===== config.mk =====
export PLATFORM = sky130hd
export DESIGN_NAME = cache_read_path
export DESIGN_NICKNAME = d
export VERILOG_FILES = /design/src/rtl/cache_read_path.sv
export SDC_FILE = /design/constraint.sdc
export NUM_CORES = 1
export LEC_CHECK = 0
export BUFFER_PORTS_ARGS = -buffer_cell sky130_fd_sc_hd__buf_4
export CORE_AREA = 2 2 181 183
export DETAILED_ROUTE_END_ITERATION = 8
export DIE_AREA = 0 0 183 185
export GPL_TIMING_DRIVEN = 1
export PLACE_DENSITY_LB_ADDON = 0.05
export SLEW_MARGIN = 25
export SYNTH_ARGS = -nofsm -noshare
export SYNTH_HDL_FRONTEND = slang
export SYNTH_SLANG_ARGS = --single-unit

===== constraint.sdc =====
create_clock -name clk -period 1.8 [get_ports clk]
set_clock_uncertainty 0.1 [all_clocks]
set_input_delay 0.27 -clock clk [delete_from_list [all_inputs] [get_ports clk]]
set_output_delay 0.27 -clock clk [all_outputs]
set_load 0.1 [all_outputs]

===== src/rtl/cache_read_path.sv =====
// Cache load-data path: way/word select on hits, refill beat assembly on misses.
// Define RETBUF_FWD_EN for critical-word forwarding out of the refill stream.
module cache_read_path #(
  parameter int WAYS       = 2,
  parameter int LINE_WORDS = 4,
  parameter int DATA_W     = 32,
  parameter int OFFSET_W   = 4
) (
  input  logic                              clk,
  input  logic                              resetn,
  input  logic                              req_valid,
  input  logic [WAYS-1:0]                   hit,
  input  logic [OFFSET_W-1:0]               offset,
  input  logic [WAYS*LINE_WORDS*DATA_W-1:0] way_data,
  input  logic                              ret_valid,
  input  logic                              ret_last,
  input  logic [DATA_W-1:0]                 ret_data,
  output logic                              busy,
  output logic                              rdata_valid,
  output logic [DATA_W-1:0]                 rdata,
  output logic [LINE_WORDS*DATA_W-1:0]      line_data,
  output logic                              line_done
);

  localparam int IDX_W  = $clog2(LINE_WORDS);
  localparam int LINE_W = LINE_WORDS * DATA_W;
  localparam logic [IDX_W-1:0] LAST_IDX = IDX_W'(LINE_WORDS - 1);

  typedef enum logic {
    IDLE,
    REFILL
  } state_t;

  state_t            state;
  logic [IDX_W-1:0]  beat;
  logic [IDX_W-1:0]  idx;
  logic [IDX_W-1:0]  widx;
  logic [DATA_W-1:0] hit_word;
  logic              fin;

  assign widx = offset[OFFSET_W-1 -: IDX_W];
  assign fin  = ret_valid && (ret_last || beat == LAST_IDX);

  // Descending scan so the lowest-index hit way wins.
  always_comb begin
    hit_word = '0;
    for (int w = WAYS - 1; w >= 0; w--) begin
      if (hit[w]) begin
        hit_word = way_data[w*LINE_W + int'(widx)*DATA_W +: DATA_W];
      end
    end
  end

`ifdef RETBUF_FWD_EN
  logic fwd;
`else
  logic [DATA_W-1:0] idx_word;
  // The final beat is not in line_data yet, so bypass it.
  assign idx_word = (beat == idx) ? ret_data
                  : line_data[int'(idx)*DATA_W +: DATA_W];
`endif

  always_ff @(posedge clk) begin
    if (!resetn) begin
      state       <= IDLE;
      beat        <= '0;
      idx         <= '0;
      busy        <= 1'b0;
      rdata_valid <= 1'b0;
      rdata       <= '0;
      line_data   <= '0;
      line_done   <= 1'b0;
`ifdef RETBUF_FWD_EN
      fwd         <= 1'b0;
`endif
    end else begin
      rdata_valid <= 1'b0;
      line_done   <= 1'b0;
      case (state)
        IDLE: begin
          if (req_valid) begin
            if (|hit) begin
              rdata       <= hit_word;
              rdata_valid <= 1'b1;
            end else begin
              idx       <= widx;
              beat      <= '0;
              line_data <= '0;
              busy      <= 1'b1;
              state     <= REFILL;
`ifdef RETBUF_FWD_EN
              fwd       <= 1'b0;
`endif
            end
          end
        end
        REFILL: begin
          if (ret_valid) begin
            line_data[int'(beat)*DATA_W +: DATA_W] <= ret_data;
            beat <= beat + IDX_W'(1);
`ifdef RETBUF_FWD_EN
            if (!fwd && beat == idx) begin
              rdata       <= ret_data;
              rdata_valid <= 1'b1;
              fwd         <= 1'b1;
            end else if (fin && !fwd) begin
              rdata       <= '0;
              rdata_valid <= 1'b1;
            end
`endif
            if (fin) begin
              state     <= IDLE;
              busy      <= 1'b0;
              beat      <= '0;
              line_done <= 1'b1;
`ifndef RETBUF_FWD_EN
              rdata       <= idx_word;
              rdata_valid <= 1'b1;
`endif
            end
          end
        end
        default: state <= IDLE;
      endcase
    end
  end

endmodule

* After elaboration in Yosys (flattened, before gate mapping)
Cells that the tools add are included.
** Word-level totals
- Register bits after elaboration :: 168
- Bits of input ports :: 299
- Output and inout bits :: 163
- Word-level logic and storage cells :: 66
** Cells by class
- Add/sub/neg operators :: 3
- Eq/ne operators :: 7
- Shift operators :: 5
- Mux-type cells :: 33
- Bitwise logic cells :: 2
- Reductions and logical operators :: 8
** Operators with widths (number)
- 128-bit two-way mux :: 3
- 128-bit case mux with 2 select lines :: 1
- 256-bit by 10-bit indexed part select with 32-bit output :: 1
- 256-bit by 8-bit indexed part select with 32-bit output :: 1
- 32-bit two-way mux :: 7
- 128-bit bitwise mux :: 1
- 32-bit by 33-bit variable shift with 128-bit output (first input constant) :: 1
- 128-bit by 8-bit indexed part select with 32-bit output :: 1
- 32-bit by 33-bit indexed part select with 128-bit output :: 1
- 32-bit case mux with 2 select lines :: 1
- 7-bit negation with 33-bit output :: 1
- 1-bit two-way mux :: 12
- 8-bit by 7-bit adder with 9-bit output (first input constant) :: 1
- 2-bit two-way mux :: 4
- 2-bit inequality test (second input constant) :: 4
- 4-bit AND reduction :: 2
- 1-bit case mux with 2 select lines :: 3
- 3-bit AND reduction :: 2
- 2-bit case mux with 2 select lines :: 1
- 2-bit by 1-bit adder with 2-bit output (second input constant) :: 1
- 2-bit equality test :: 1
- 2-bit equality test (second input constant) :: 1
- 2-bit by 1-bit inequality test with 1-bit output (second input constant) :: 1
- 1-bit inverter :: 2
- 4 further kinds :: 4

* Depth between registers and ports, before layout
Gate-level depths: netlist of run 1.
- Depth after elaboration :: 7
- Gate-level depth with buffers :: 8
- Mapped depth without buffers :: 6

* Worst setup path after synthesis of run 1
OpenSTA, ideal clock, no wires.
- Path type :: register -> register
- Start :: register beat[0]
- End :: register line_data[100]
- Library setup time :: 0.071 ns
- Arrival :: 1.665 ns
- Required time :: 1.629 ns
- Slack :: -0.036 ns
- Cell stages (with the launch flop) :: 8
- Path buffers :: 2
- Clock period less this slack :: 1.836 ns
- Path through :: dfxtp_1 -> inv_1 -> ha_1 -> and4b_1 -> buf_1 -> buf_2 -> nand3_1 -> a21oi_2
** On the way
- Word-level cells in the longest chain between the ends :: 5
- Elaborated cells between the ends (all ways) :: 6
- Classes of those cells :: add/sub (1); shift (2); mux (3)
** Ends and longest elaborated chain
- start: declaration :: line 35 : logic [IDX_W-1:0] beat;
- start signal: assignment :: line 100 : beat <= beat + IDX_W'(1);
- 7-bit negation with 33-bit output * :: line 99 : line_data[int'(beat)*DATA_W +: DATA_W] <= ret_data;
- 32-bit by 33-bit indexed part select with 128-bit output / 32-bit by 33-bit variable shift with 128-bit output (equally long branches) :: line 99
- 128-bit bitwise mux * :: line 99
- 128-bit two-way mux * :: line 98 : if (ret_valid) begin
- 128-bit case mux with 2 select lines * :: line 79 : case (state)
- end signal: indexed assignment :: line 99
- end: declaration :: line 21 : output logic [LINE_WORDS*DATA_W-1:0] line_data,
Every way passes the cells marked *; elsewhere a longest branch is shown, timed or not. The select of a mux whose other input is x is not followed.
A chain may end at the register's enable or synchronous reset.

* Final worst setup path of run 1
- Start :: register state
- End :: register line_data[84]
** On the way
- Word-level cells in the longest chain between the ends :: 3
- Elaborated cells between the ends (all ways) :: 6
- Classes of those cells :: eq/ne (3); mux (1); bitwise (1); reduce/logical (1)
** Ends and longest elaborated chain
- start: declaration :: line 34 : state_t state;
- start signal: assignment :: line 65 : state <= IDLE;
- start signal: assignment :: line 90 : state <= REFILL;
- start signal: assignment :: line 112 : state <= IDLE;
- 1-bit inverter (no source line)
- 2-bit inequality test (no source line)
- 3-bit AND reduction (no source line)
Parallel ways exist; a longest one is shown, timed or not.

==> metrics.md, run 1 <==
| Metric | Value |
|---|---|
| Status | `finished with violations` |
| Failing checks | `negative setup slack` |
| Critical Path AT | `2.14 ns` |
| First-pass GRT wire length | `63.9 mm` |
| Seq/Total Area, Yosys | `0.362` |
| Final setup violation count | `33` |
| Commonest non-fill, non-tap cells in the layout | `buf_4, dfxtp_1, nand2_1` |
| Top FF cell, synth | `dfxtp_1` |
| Critical path peak fanout | `12` |
| Fin crit share | `1.03` |
| Worst setup margin | `-0.0574 ns` |
| Syn Inst Count | `1,033` |
| Pin count of the biggest net entering global routing | `42` |
| RSZ-0062 raised after global routing | `yes` |
| Synth Cell Area | `9290 µm²` |
| CTS max path bufs | `2` |
| Site Rows | `66` |
| Reg power frac | `0.366` |
| Cell accounting for the most synthesized area | `dfxtp_1` |
| Die W | `183 µm` |
| Worst Tran Pin Value | `0.671 ns` |
| Ys async rst share | `0` |
| Crit path capture type | `flip-flop` |
| Synth top area share | `0.362` |
| Synth area leaders | `dfxtp_1, mux2i_1, mux4_2` |
| Final Hold Violating Endpoints | `0` |
| Core ar. | `32,000 µm²` |
| Total number of vias | `10.3k` |
| Kind of critical path | `reg -> reg` |
| Fmax | `538 MHz` |
| Pwr/cell area | `687 nW/µm²` |
| Synth Net Count | `1,337` |
| Worst path cell trace | `or4b_4 > a2bb2oi_4 > buf_6 > clkbuf_16 > nand3_1 > a21oi_1` |
| Worst-Skew Late Latency | `0.44 ns` |
| Area growth syn-to-layout | `64.8%` |
| TritonCTS clock tree | `done` |
| Leakage | `6.30 nW` |
| Number of global-route vias before repair | `9,697` |
| Synth Register Bits | `168` |
| Max_cap viols | `0` |
| Slowest cell delay on critical path | `0.57 ns` |
| Die Span Y | `185 µm` |
| Final wirelength | `46.5 mm` |
| Clock Power Share | `0.374` |
| 1st-iter DRT viols | `596` |
| Initial core utilization | `0.290` |
| CP Data Required Time | `2.08 ns` |
| Switch Pwr | `3.66 mW` |
| All-layer global routing usage | `0.253` |
| Commonest non-fill, non-tap cell in the layout | `buf_4` |
| Kind of start point of the critical path | `flip-flop` |
| Synth warn | `0` |
| Synth Area per Inst | `8.99 µm²` |
| CP max-delay cell | `or4b_4` |
| Hpwl dp | `33.9 mm` |
| ANT nets after route | `0` |
| CTS buffer count | `17` |
| Int Pwr | `6.85 mW` |
| HP Class | `in -> reg` |
| Slew headroom | `0.551` |
| Final #Nets | `1,816` |
| RePlAce Congestion | `0.848` |
| Layout cell share with drive strength beyond 1 | `0.490` |
| Post-layout min period | `1.86 ns` |
| Drt pass-1 iters | `7` |
| Clock Sinks | `168` |
| Clk root buf | `clkbuf_16` |
| # fillers | `3,153` |
| VDD IR max | `0.601 mV` |
| Ports | `462` |
| Vias per cell | `5.34` |
| Routed WL per cell | `24.0 µm` |
| Max-slew violations | `0` |
| Area of the multi-input gates | `5900 µm²` |
| Die area | `33,900 µm²` |
| EDFF count, synth | `0` |
| Clk pin slew, worst setup/hold paths | `0.09 ns` |
| Net Sw Frac | `0.348` |
| Sequential Area | `3370 µm²` |
| Comb pwr share | `0.260` |
| Initial antenna violation count | `2` |
| Remaining DRCs | `0` |
| H-tree Lvls | `4` |
| Post-place setup slack | `-0.110 ns` |
| Gr ovfl total | `0` |
| Yosys cell types | `41` |
| Port buffer count | `459` |
| Setup TNS | `-0.911 ns` |
## per-layer routing
| layer | track usage | wire (µm) | vias to the layer above |
|---|---|---|---|
| met2 | 0.422 | 22800 | 367 |
| met1 | 0.346 | 20700 | 5127 |
| met4 | 0.0515 | 532 | 0 |
| met5 | 0 | 0 | - |
| li1 | - | - | 4820 |
| met3 | 0.0411 | 2440 | 28 |
## sequential cells by signal, indices dropped and copies added (netlist names)
name / count
beat: 2
busy: 1
idx: 2
line_data: 128
line_done: 1
rdata: 32
rdata_valid: 1
state: 1
## synthesized netlist by cell type (2+ instances only)
cell       count
o21ai_0       32
mux4_2        33
and3_1         2
a2bb2oi_4      3
buf_2         30
a22oi_1       32
inv_1          2
a21oi_2       20
a31oi_1       32
nand3b_1       2
inv_2          2
o22ai_1       34
nand3_1       97
o21ai_1        2
nor2_1        41
a21oi_1       83
xnor2_1        2
mux2i_1      126
o22a_1        31
buf_6         10
a211oi_1      31
and4_1         3
nand2_1      132
dfxtp_1      168
a32oi_1        2
clkbuf_1      58
ha_1           5
buf_1          5
## cell type report
type | instances | area share
Tap cell | 408 | 0.0334
Sequential cell | 168 | 0.220
Multi-Input combinational cell | 757 | 0.386
Timing Repair Buffer | 564 | 0.318
Antenna cell | 2 | 0.000327
Inverter | 4 | 0.00114
Clock inverter | 15 | 0.0135
Clock buffer | 17 | 0.0278
## what timing repair did
| item | 4_1_cts | 5_1_grt |
|---|---|---|
| hold buffers | 1 | 0 |
| endpoints found under the hold margin | 1 | 0 |
| endpoints found under the setup margin | 54 | 144 |
| gates cloned | 0 | 9 |
| resized for setup | 5 | 122 |
| setup buffers | 1 | 10 |
| pin swaps | 1 | 37 |
## worst max-delay path: cells and delay by family, from the launching register on
| family | cells | cell delay (ns) |
|---|---|---|
| flops | 1 | 0.38 |
| compound gates | 2 | 0.34 |
| simple gates | 2 | 0.65 |
| buf+inv | 2 | 0.32 |
## worst paths after layout
path,start,to,slack (ns),depth (start not counted)
hold reg to reg,line_data[34],line_data[34],0.37,2
setup reg to reg,state,line_data[84],-0.06,6
setup / recovery,state,line_data[84],-0.06,6
hold / removal,ret_data[14],line_data[110],0.02,3
## cells by family after synthesis
logic type / count (synthesis) / share of synthesized area
adder cells (fa/ha/maj): 5 / 0.00674
multiplexers: 159 / 0.216
flip-flops: 168 / 0.362
AND/OR/NAND/NOR: 286 / 0.137
XOR/XNOR: 2 / 0.00189
AO/OA/AOI/OAI: 305 / 0.220
buffers and inverters: 108 / 0.0562
## power by group through the flow
stage | combinational (mW) | sequential, mW | clock, mW
after global routing | 2.85 | 3.87 | 4.15
after CTS | 2.59 | 3.85 | 4.01
after floorplan | 0.773 | 4.52 | 0
final | 2.73 | 3.85 | 3.93
after global placement | 2.57 | 3.94 | 0
after detailed placement | 2.58 | 3.94 | 0
## per-stage QoR
step                      hold slack (ns)  utilization  instance area, µm²  cells  total power [mW]
after floorplan                     0.306            -                9290   1033              5.30
after global placement              0.355        0.431               13800   1879              6.50
after detailed placement            0.360        0.432               13800   1880              6.52
after CTS                         0.00761        0.453               14500   1914              10.4
after global routing              0.00290        0.478               15300   1935              10.9
final                              0.0190        0.478               15300   1935              10.5
Note: power is estimated with default switching activity, not from simulation.
==> inputs of run 2 (changes only) <==
--- a/config.mk
+++ b/config.mk
@@ -10,7 +10,9 @@
 export DETAILED_ROUTE_END_ITERATION = 8
 export DIE_AREA = 0 0 183 185
 export GPL_TIMING_DRIVEN = 1
+export HOLD_SLACK_MARGIN = 0.15
 export PLACE_DENSITY_LB_ADDON = 0.05
+export SKIP_CTS_REPAIR_TIMING = 1
 export SLEW_MARGIN = 25
 export SYNTH_ARGS = -nofsm -noshare
 export SYNTH_HDL_FRONTEND = slang
==> metrics.md, run 2 (synthesis results as in run 1) <==
| Metric | Value |
|---|---|
| Status | `finished with violations` |
| Failing checks | `negative setup slack` |
| Core ar. | `32,000 µm² (unchanged)` |
| Most used cell, CP | `buf_6` |
| Critical path peak fanout | `8 (-4)` |
| Met1 track demand over resource | `0.346 (about the same)` |
| Pin count of the biggest net entering global routing | `42 (unchanged)` |
| CTS buffer count | `17 (unchanged)` |
| Initial antenna violation count | `2 (unchanged)` |
| Total number of vias | `10.5k (+2.0%)` |
| Crit path capture type | `flip-flop` |
| Area growth syn-to-layout | `72.7%` |
| Drt pass-1 iters | `5 (-2)` |
| Site Rows | `66 (unchanged)` |
| Initial core utilization | `0.290 (unchanged)` |
| Largest regs | `line_data x128, rdata x32` |
| Clk pin slew, worst setup/hold paths | `0.09 ns (about the same)` |
| Commonest non-fill, non-tap cell in the layout | `buf_4` |
| Met3 global-route usage | `0.0411 (unchanged)` |
| Final setup violation count | `24 (-27%)` |
| First-pass GRT wire length | `64.0 mm (about the same)` |
| Clk root buf | `clkbuf_16` |
| Slowest cell delay on critical path | `0.56 ns (about the same)` |
| Pwr/cell area | `668 nW/µm² (-2.8%)` |
| Gr ovfl total | `0 (unchanged)` |
| RePlAce Congestion | `0.848 (unchanged)` |
| RSZ-0062 raised after global routing | `yes` |
| Post-route cell area | `16,000 µm² (+4.8%)` |
| Final Hold Violating Endpoints | `0 (unchanged)` |
| All-layer global routing usage | `0.253 (unchanged)` |
| H-tree Lvls | `4 (unchanged)` |
| Die W | `183 µm (unchanged)` |
| Worst Tran Pin Value | `0.328 ns (-0.344 ns)` |
| Kind of start point of the critical path | `flip-flop` |
| Final #Nets | `1,853 (+2.0%)` |
| Max-slew violations | `0 (unchanged)` |
| HP Class | `in -> reg` |
| Core Util, Final | `0.501 (+0.0230)` |
| Kind of critical path | `reg -> reg` |
| Met2 usage | `0.422 (about the same)` |
| Commonest non-fill, non-tap cells in the layout | `buf_4, dfxtp_1, nand2_1` |
| CP Data Required Time | `2.08 ns (about the same)` |
| Critical Path AT | `2.16 ns (+0.02 ns)` |
| Fin crit share | `1.04 (+0.0104)` |
| Top Usage Layer GRT | `met2` |
| CTS max path bufs | `2 (unchanged)` |
| Remaining DRCs | `0 (unchanged)` |
| Worst path cell trace | `or4b_4 > a2bb2oi_4 > buf_6 > buf_6 > buf_12 > nand3_2 > a21oi_1` |
| Port buffer count | `459 (unchanged)` |
| # fillers | `3,092 (-1.9%)` |
| VDD IR max | `0.598 mV (-0.57%)` |
| Die Span Y | `185 µm (unchanged)` |
| Leakage | `6.50 nW (+3.3%)` |
| 1st-iter DRT viols | `635 (+6.5%)` |
| Die area | `33,900 µm² (unchanged)` |
| Final wirelength | `47.1 mm (+1.4%)` |
| Ports | `462 (unchanged)` |
| Placement Cell Area | `13,800 µm² (unchanged)` |
| ANT nets after route | `0 (unchanged)` |
| Max FFs per register | `128 (unchanged)` |
| Post-layout min period | `1.88 ns (+0.0187 ns)` |
| Number of global-route vias before repair | `9,697 (unchanged)` |
| Clock Sinks | `168 (unchanged)` |
| Worst setup margin | `-0.0761 ns (-0.0187 ns)` |
| Fmax | `533 MHz (-1.0%)` |
| TritonCTS clock tree | `done` |
| Biggest register | `line_data` |
| CP max-delay cell | `or4b_4` |
| Hpwl dp | `33.9 mm (unchanged)` |
| Worst-Skew Late Latency | `0.45 ns (about the same)` |
| Vias per cell | `5.35 (about the same)` |
| Slew headroom | `0.775 (+0.224)` |
| Max_cap viols | `0 (unchanged)` |
| Routed WL per cell | `23.9 µm (-0.55%)` |
| Layout cell share with drive strength beyond 1 | `0.512 (+0.0210)` |
==> run 2: final cells by class <==
type                       count  area, µm²  share of cell area
tap                          408        510              0.0318
clock inverter                15        206              0.0129
antenna                        2       5.00            0.000312
multi-input combinational    757       6190               0.386
timing repair buffer         601       5310               0.331
clock buffer                  17        425              0.0265
sequential                   168       3370               0.210
inverter                       4       17.5             0.00109
==> run 2: critical path: cells and delay by family, from the launching register on <==
kind	cells	cell delay, ns
DFF	1	0.38
and+or+nand+nor	2	0.64
AOI/OAI and AO/OA	2	0.32
buffers and inverters	3	0.37
==> run 2: path summary, 6_finish.rpt <==
| check | end | slack (ns) | start | depth (start not counted) |
|---|---|---|---|---|
| setup / recovery | line_data[89] | -0.08 | state | 7 |
| setup reg to reg | line_data[89] | -0.08 | state | 7 |
| hold / removal | line_data[72] | 0.05 | ret_data[8] | 3 |
| hold reg to reg | line_data[34] | 0.37 | line_data[34] | 2 |
==> run 2: layer usage <==
layer / vias to the layer above / part of all wire / wire length [µm]
met4: 0 / 0.012 / 560
met2: 373 / 0.49 / 23100
met1: 5237 / 0.44 / 20900
met5: - / 0 / 0
li1: 4906 / - / -
met3: 30 / 0.053 / 2510
==> run 2: per-stage QoR <==
stage | power [mW] | hold WS [ns] | std cells | setup WS (ns) | TNS (ns)
6_report | 10.7 | 0.0484 | 1972 | -0.0761 | -0.704
3_3_place_gp | 6.50 | 0.355 | 1879 | -0.195 | -8.84
5_1_grt | 11.0 | 0.0444 | 1972 | -0.103 | -3.38
4_1_cts | 10.4 | -0.000586 | 1912 | -0.119 | -1.79
2_1_floorplan | 5.30 | 0.306 | 1033 | 0.0369 | 0
3_5_place_dp | 6.52 | 0.360 | 1880 | -0.110 | -4.58
==> run 2: report_power, final <==
| part | switching [mW] | internal [mW] |
|---|---|---|
| combinational | 1.68 | 1.22 |
| clock | 2.02 | 1.93 |
| sequential | 0.0592 | 3.80 |
